**config.mk**
```make
export PLATFORM = sky130hd
export DESIGN_NAME = div_bcd_readout
export DESIGN_NICKNAME = d
export VERILOG_FILES = /design/src/rtl/div_bcd_readout.sv
export SDC_FILE = /design/constraint.sdc
export NUM_CORES = 1
export LEC_CHECK = 0
export CORE_UTILIZATION = 24
export CTS_BUF_LIST = sky130_fd_sc_hd__clkbuf_4 sky130_fd_sc_hd__clkbuf_8 sky130_fd_sc_hd__clkbuf_16
export DETAILED_ROUTE_END_ITERATION = 7
export SYNTH_ARGS = -nofsm -noshare
export SYNTH_HDL_FRONTEND = slang
export SYNTH_SLANG_ARGS = --single-unit
```
**constraint.sdc**
```tcl
create_clock -name clock -period 4.75 [get_ports clock]
set_clock_uncertainty 0.05 [all_clocks]
set_input_delay 1.425 -clock clock [delete_from_list [all_inputs] [get_ports clock]]
set_output_delay 1.425 -clock clock [all_outputs]
set_load 0.05 [all_outputs]
```
**src/rtl/div_bcd_readout.sv**
```systemverilog
// Captures the divider's quotient/remainder and converts both to packed BCD
// with a serial double-dabble engine for the seven-segment display driver.
module div_bcd_readout #(
  parameter int unsigned N      = 4,
  parameter int unsigned DIGITS = 2
) (
  input  logic                clock,
  input  logic                reset,
  input  logic                in_done,
  input  logic                in_error,
  input  logic [N-1:0]        q,
  input  logic [N-1:0]        r,
  output logic                busy,
  output logic                out_valid,
  output logic                out_error,
  output logic [4*DIGITS-1:0] q_bcd,
  output logic [4*DIGITS-1:0] r_bcd
);

  localparam int unsigned BW = 4 * DIGITS;
  localparam int unsigned CW = $clog2(N + 1);

  typedef enum logic [2:0] {
    IDLE  = 3'b001,
    SHIFT = 3'b010,
    DONE  = 3'b100
  } state_t;

  state_t          state;
  logic            done_d;
  logic            err_d;
  logic [CW-1:0]   count;
  logic [BW-1:0]   q_acc;
  logic [BW-1:0]   r_acc;
  logic [N-1:0]    q_bin;
  logic [N-1:0]    r_bin;
  logic [BW-1:0]   q_adj;
  logic [BW-1:0]   r_adj;
  logic [BW-1:0]   q_acc_nx;
  logic [BW-1:0]   r_acc_nx;
  logic            start;
  logic            fault;

  // Add 3 to every BCD digit that is 5 or more, ahead of the shift
  function automatic logic [BW-1:0] add3(input logic [BW-1:0] v);
    logic [BW-1:0] t;
    t = v;
    for (int i = 0; i < int'(DIGITS); i++) begin
      if (t[4*i +: 4] >= 4'd5) t[4*i +: 4] = t[4*i +: 4] + 4'd3;
    end
    return t;
  endfunction

  // Rising-edge detection of the divider flags; error suppresses start
  assign start = in_done & ~done_d & ~in_error;
  assign fault = in_error & ~err_d;

  // One double-dabble step for both paths: adjust, then shift binary MSB in
  always_comb begin
    q_adj    = add3(q_acc);
    r_adj    = add3(r_acc);
    q_acc_nx = {q_adj[BW-2:0], q_bin[N-1]};
    r_acc_nx = {r_adj[BW-2:0], r_bin[N-1]};
  end

  // Control FSM, conversion datapath and registered outputs
  always_ff @(posedge clock) begin
    if (reset) begin
      state     <= IDLE;
      done_d    <= 1'b0;
      err_d     <= 1'b0;
      count     <= '0;
      q_acc     <= '0;
      r_acc     <= '0;
      q_bin     <= '0;
      r_bin     <= '0;
      busy      <= 1'b0;
      out_valid <= 1'b0;
      out_error <= 1'b0;
      q_bcd     <= '0;
      r_bcd     <= '0;
    end else begin
      done_d <= in_done;
      err_d  <= in_error;
      case (state)
        IDLE: begin
          busy      <= 1'b0;
          out_valid <= 1'b0;
          out_error <= 1'b0;
          if (fault) begin
            state     <= DONE;
            out_valid <= 1'b1;
            out_error <= 1'b1;
            q_bcd     <= '1;
            r_bcd     <= '1;
          end else if (start) begin
            state <= SHIFT;
            busy  <= 1'b1;
            q_bin <= q;
            r_bin <= r;
            q_acc <= '0;
            r_acc <= '0;
            count <= CW'(N);
          end
        end
        SHIFT: begin
          q_acc <= q_acc_nx;
          r_acc <= r_acc_nx;
          q_bin <= {q_bin[N-2:0], 1'b0};
          r_bin <= {r_bin[N-2:0], 1'b0};
          count <= count - CW'(1);
          if (count == CW'(1)) begin
            state     <= DONE;
            busy      <= 1'b0;
            out_valid <= 1'b1;
            out_error <= 1'b0;
            q_bcd     <= q_acc_nx;
            r_bcd     <= r_acc_nx;
          end
        end
        DONE: begin
          out_valid <= 1'b1;
          if (!in_done && !in_error) begin
            state     <= IDLE;
            out_valid <= 1'b0;
            out_error <= 1'b0;
          end
        end
        default: begin
          state     <= IDLE;
          busy      <= 1'b0;
          out_valid <= 1'b0;
          out_error <= 1'b0;
        end
      endcase
    end
  end

endmodule

```
**Word-level counts from Yosys, hierarchy flattened**

Index checks and enable logic that the tools add are counted.

- Bits of input ports: 12
- Output and inout port bits: 19
- Register bits after elaboration: 51
- Word-level logic and storage cells: 85

- Eq/ne operators: 10
- $add $sub $neg: 5
- Magnitude comparators: 4
- Muxes and demuxes: 37
- Bitwise gates (word level): 7
- Reductions and logical operators: 9

Operators with widths:

| operator | number |
|---|---|
| case mux 8 bit (2 select lines) | 4 |
| 2-to-1 mux 8 bit | 5 |
| 2-to-1 mux 3 bit | 8 |
| 2-to-1 mux 4 bit | 6 |
| greater-or-equal comparator 4 x 3 -> 1 bit (second input constant) | 4 |
| case mux 4 bit (2 select lines) | 2 |
| != test 2 bit (second input constant) | 5 |
| case mux 1 bit (3 select lines) | 3 |
| case mux 3 bit (3 select lines) | 1 |
| AND reduction 3 bit | 3 |
| adder 4 x 2 -> 4 bit (second input constant) | 2 |
| 2-to-1 mux 1 bit | 7 |
| adder 3 x 2 -> 3 bit (second input constant) | 2 |
| == test 3 x 1 -> 1 bit (second input constant) | 2 |
| case mux 3 bit (2 select lines) | 1 |
| NOT 1 bit | 4 |
| AND reduction 2 bit | 2 |
| AND 1 bit | 3 |
| == test 3 x 2 -> 1 bit (second input constant) | 1 |
| == test 3 bit (second input constant) | 1 |
| != test 3 bit (second input constant) | 1 |
| subtractor 3 x 1 -> 3 bit (second input constant) | 1 |
| logical NOT 1 bit | 2 |
| nonzero test 2 bit | 1 |
| logical AND 1 bit | 1 |

**Logic depth before layout (Yosys ltp)**

- Word-level depth: 6
- Mapped depth: 7
- Gate-level depth less buffers: 6

**Worst setup path after synthesis**

No wires, ideal clock.

- Path kind: input to register
- Start: input in_error
- End: register q_acc[6]
- Path buffers: 1
- Library setup time: 117 ps
- Arrival: 2536 ps
- Required time: 4583 ps
- Stages: 5
- Path slack: 2048 ps
- Cell sequence: or3b_4 -> o22ai_4 -> nor2_2 -> buf_2 -> a22o_1

- Cells in the longest elaborated chain, start to end: 4
- Elaborated cells on any way between the ends: 6
- Classes of those cells: eq/ne (2); bitwise (3); reduce/logical (1)

Ends and longest elaborated chain:

| what | RTL line | text |
|---|---|---|
| from (decl) | 10 | `input logic in_error,` |
| NOT 1 bit | 55 | `assign start = in_done & ~done_d & ~in_error;` |
| AND 1 bit | 55 |  |
| != test 2 bit (no line) | n/a |  |
| AND reduction 3 bit (no line) (*) | n/a |  |
| to (signal assigned) | 107 | `q_acc <= q_acc_nx;` |
| to (decl) | 33 | `logic [BW-1:0] q_acc;` |

Mark *: on every way between the ends. The rest lies on a longest branch, timed or not.
A chain may end at the register's enable or synchronous reset.

**Worst setup path in the final report**

- Start: input in_error
- End: register r_acc[2]

- Cells in the longest elaborated chain, start to end: 4
- Elaborated cells on any way between the ends: 6
- Classes of those cells: eq/ne (2); bitwise (3); reduce/logical (1)

Ends and longest elaborated chain:

| what | RTL line | text |
|---|---|---|
| NOT 1 bit | 55 |  |
| AND 1 bit | 55 |  |
| != test 2 bit (no line) | n/a |  |
| AND reduction 3 bit (no line) (*) | n/a |  |
| to (signal assigned) | 108 | `r_acc <= r_acc_nx;` |
| to (decl) | 34 | `logic [BW-1:0] r_acc;` |

Marked as above.

==> qor.yml <==
finish:
  drive_gt1_share_pct: 5.79
  final_util_pct: 30.1
  diodes: 0
  multi_input_area_mm2: 0.00115
  areaGrowthSynthToFinish_pct: 21.9
  seq_area_mm2: 0.00102
  final_cells: 370
  fill_cells: 958
  nNetsFinal: 280
yosys:
  synthMuxAreaShare_pct: 4.47
  synth.top_cell.area_share_pct: 45.0
  synthAdderAreaFrac_pct: 5.51
  synth-seq-cells: 51
  synth_edf_count: 0
  async_flop_share_pct: 0
  synthTopCellsByCount: "dfxtp_1, nor2_1, a211oi_1, a21oi_1, inv_1"
  synth-compound-area-share_pct: 24.1
  syn_area_per_cell_um2: 9.83
  synth_area_leaders: "dfxtp_1, a211oi_1, ha_1, mux2i_1, o221a_1"
  yosysTopAreaCell: "dfxtp_1"
  synthesis.area_mm2: 0.00227
  synthMostInstantiatedCell: "dfxtp_1"
  yosysUniqueCellTypes: 39
  synth_cells: 231
  synth-simple-area-share_pct: 15.2
  synth_top_family_by_area: "compound AO/OA/AOI/OAI gates"
  ys.flop_type: "dfxtp_1"
  synth_xor_area_share_pct: 1.54
  yosysWarnings: 0
  syn_nets: 253
  seq_area_frac_synth_pct: 45.0
timing:
  finalHoldViolCount: 0
  worst_pin_slew_ns: 0.934
  setup_tns_ns: 0
  maxClockFrequency_ghz: 0.314
  drv_slew: 0
  fin_crit_sh_pct: 67.0
  slew_headroom_pct: 37.3
  grt_setup_unrepaired: "false"
  report.final.setup_viol: 0
  min_period_ns: 3.18
detailed_routing:
  drt_iter0_markers: 130
  drc: 2
  viasPerCell: 4.75
  wire_per_inst_um: 12.8
  vias: 1756
  drt-total-wl_um: 4750
  ant_nets: 0
  drt_first_pass_iters: 6
placement:
  hpwl_um: 3370
  placedCellCount: 362
  portBuffers: 30
  gp_congestion: 0.796
setup_path:
  cp-start-kind: "primary input"
  crit_fanout: 17
  r2r_end: "q_acc[5]$_SDFFE_PP0P_"
  critical_path.endpoint_type: "register"
  required_ns: 4.90
  cp-startpoint: "in_error"
  reg2reg_slack_ns: 2.44
  cp.arrival_ns: 3.33
  r2r_cells: 4
  endpoint: "r_acc[2]$_SDFFE_PP0P_"
  path_class: "primary input to register"
  reg2reg_from: "state[0]$_SDFFE_PP1P_"
clock_tree:
  ctsRootBufferMaster: "clkbuf_8"
  path_clk_slew_ns: 0.09
  numCtsBuffers: 5
  post_cts_buffers: 0
  postCtsHoldBufs: 0
  insertion_delay_ns: 0.30
  cts_tree: "yes"
  cts_repair_resize_count: 0
  cts_buffer_depth: 2
  h-tree-depth: 2
  cts_sinks: 51
worst_hold_path:
  holdPathStages: 2
  hp-class: "register to register"
pwr:
  peakVddDrop_mv: 0.103
  p_leak_uw: 0.000998
  power_density_mw_per_mm2: 343
grt:
  grt_pass1_vias: 1676
  grt_remaining_overflow: 0
  track_usage_pct: 10.3
  grt_pass1_wl_um: 8160
  grt.met2_usage_pct: 15.9
  grt_start_max_net_pins: 31
  use_met1_pct: 13.5
  grt_busiest_layer: "met2"
  antenna_found_initial: 0
  grt_use_met3_pct: 3.16
floorplan:
  std_cell_rows: 35
  die_x_um: 99.2
  die_area_mm2: 0.00985
  dieHeight_um: 99.2
  core_area_mm2: 0.00920
  ios: 31
  start_util_pct: 24.7
run:
  drv_cap: 0
status:
  run_status: "finished with violations"
  violations: "DRC"
-- cell usage in the layout (no fill, tap or decap), types with 6 or more instances in the layout --
cell / synthesis / routed
ha_1: 10 / 10
clkdlybuf4s50_1: 0 / 30
a211oi_1: 17 / 17
a21oi_1: 16 / 16
dfxtp_1: 51 / 51
nor3b_1: 7 / 7
inv_1: 12 / 12
a22o_1: 8 / 8
nand2b_1: 11 / 11
clkbuf_8: 0 / 6
o221a_1: 8 / 8
nor2_1: 23 / 23
o2bb2ai_1: 7 / 7
mux2i_1: 9 / 9
-- cell families after synthesis --
family / count (synthesis)
adder cells (fa/ha/maj): 10
XOR/XNOR: 4
flip-flops: 51
AO/OA/AOI/OAI: 71
buffers and inverters: 23
multiplexers: 10
AND/OR/NAND/NOR: 62
-- cell type report --
| class | count | share of cell area [%] |
|---|---|---|
| clock buffers | 7 | 3.26 |
| well taps | 111 | 5.02 |
| flip-flops and latches | 51 | 36.9 |
| repair buffers | 31 | 11.1 |
| inverters | 12 | 1.63 |
| clock inverters | 1 | 0.317 |
| multi-input cells | 157 | 41.7 |
-- metrics by stage --
step / setup slack (ns) / instance area (um^2) / hold slack [ns] / total power, uW
floorplan: 2.05 / 2270 / 0.397 / 626
global route: 1.47 / 2770 / 0.450 / 992
CTS: 1.57 / 2770 / 0.431 / 957
detailed placement: 1.24 / 2670 / 0.415 / 688
global placement: 1.28 / 2670 / 0.412 / 686
finish: 1.57 / 2770 / 0.428 / 949
-- state kept, by name (all words and copies together), names as in the netlist --
name and flops:
count 3, out_error 1, q_acc 8, state 3
busy 1, out_valid 1, q_bin 4, r_acc 8
err_d 1, done_d 1, r_bin 4, q_bcd 8
r_bcd 8
-- how the worst min path moves through the flow --
stage	from	to	slack (ns)
floorplan	q_acc[7]$_SDFFE_PP0P_	q_acc[7]$_SDFFE_PP0P_	0.40
CTS	r_bin[0]$_SDFFE_PP0P_	r_bin[0]$_SDFFE_PP0P_	0.43
global route	r_bin[0]$_SDFFE_PP0P_	r_bin[0]$_SDFFE_PP0P_	0.45
global placement	q_bin[0]$_SDFFE_PP0P_	q_bin[0]$_SDFFE_PP0P_	0.41
detailed placement	q_acc[5]$_SDFFE_PP0P_	q_acc[5]$_SDFFE_PP0P_	0.41
finish	r_bin[0]$_SDFFE_PP0P_	r_bin[0]$_SDFFE_PP0P_	0.43
-- report_power, final --
group,internal [uW],switching (uW),leakage (uW)
registers,457,25.0,0.000417
clock network,125,146,0.0000519
logic,76.1,119,0.000529
total,659,290,0.000998
-- worst max-delay path: stages --
cell             delay, ns
clkdlybuf4s50_1       0.47
or3b_4                0.47
o22ai_4               0.39
nor2_2                0.25
a2bb2o_1              0.32
-- layer usage --
layer | up-vias | wire length [um]
met3 | 6 | 226
li1 | 899 | -
met5 | - | 0
met4 | 0 | 44
met1 | 815 | 2310
met2 | 36 | 2170
Note: power is estimated with default switching activity, not from simulation.
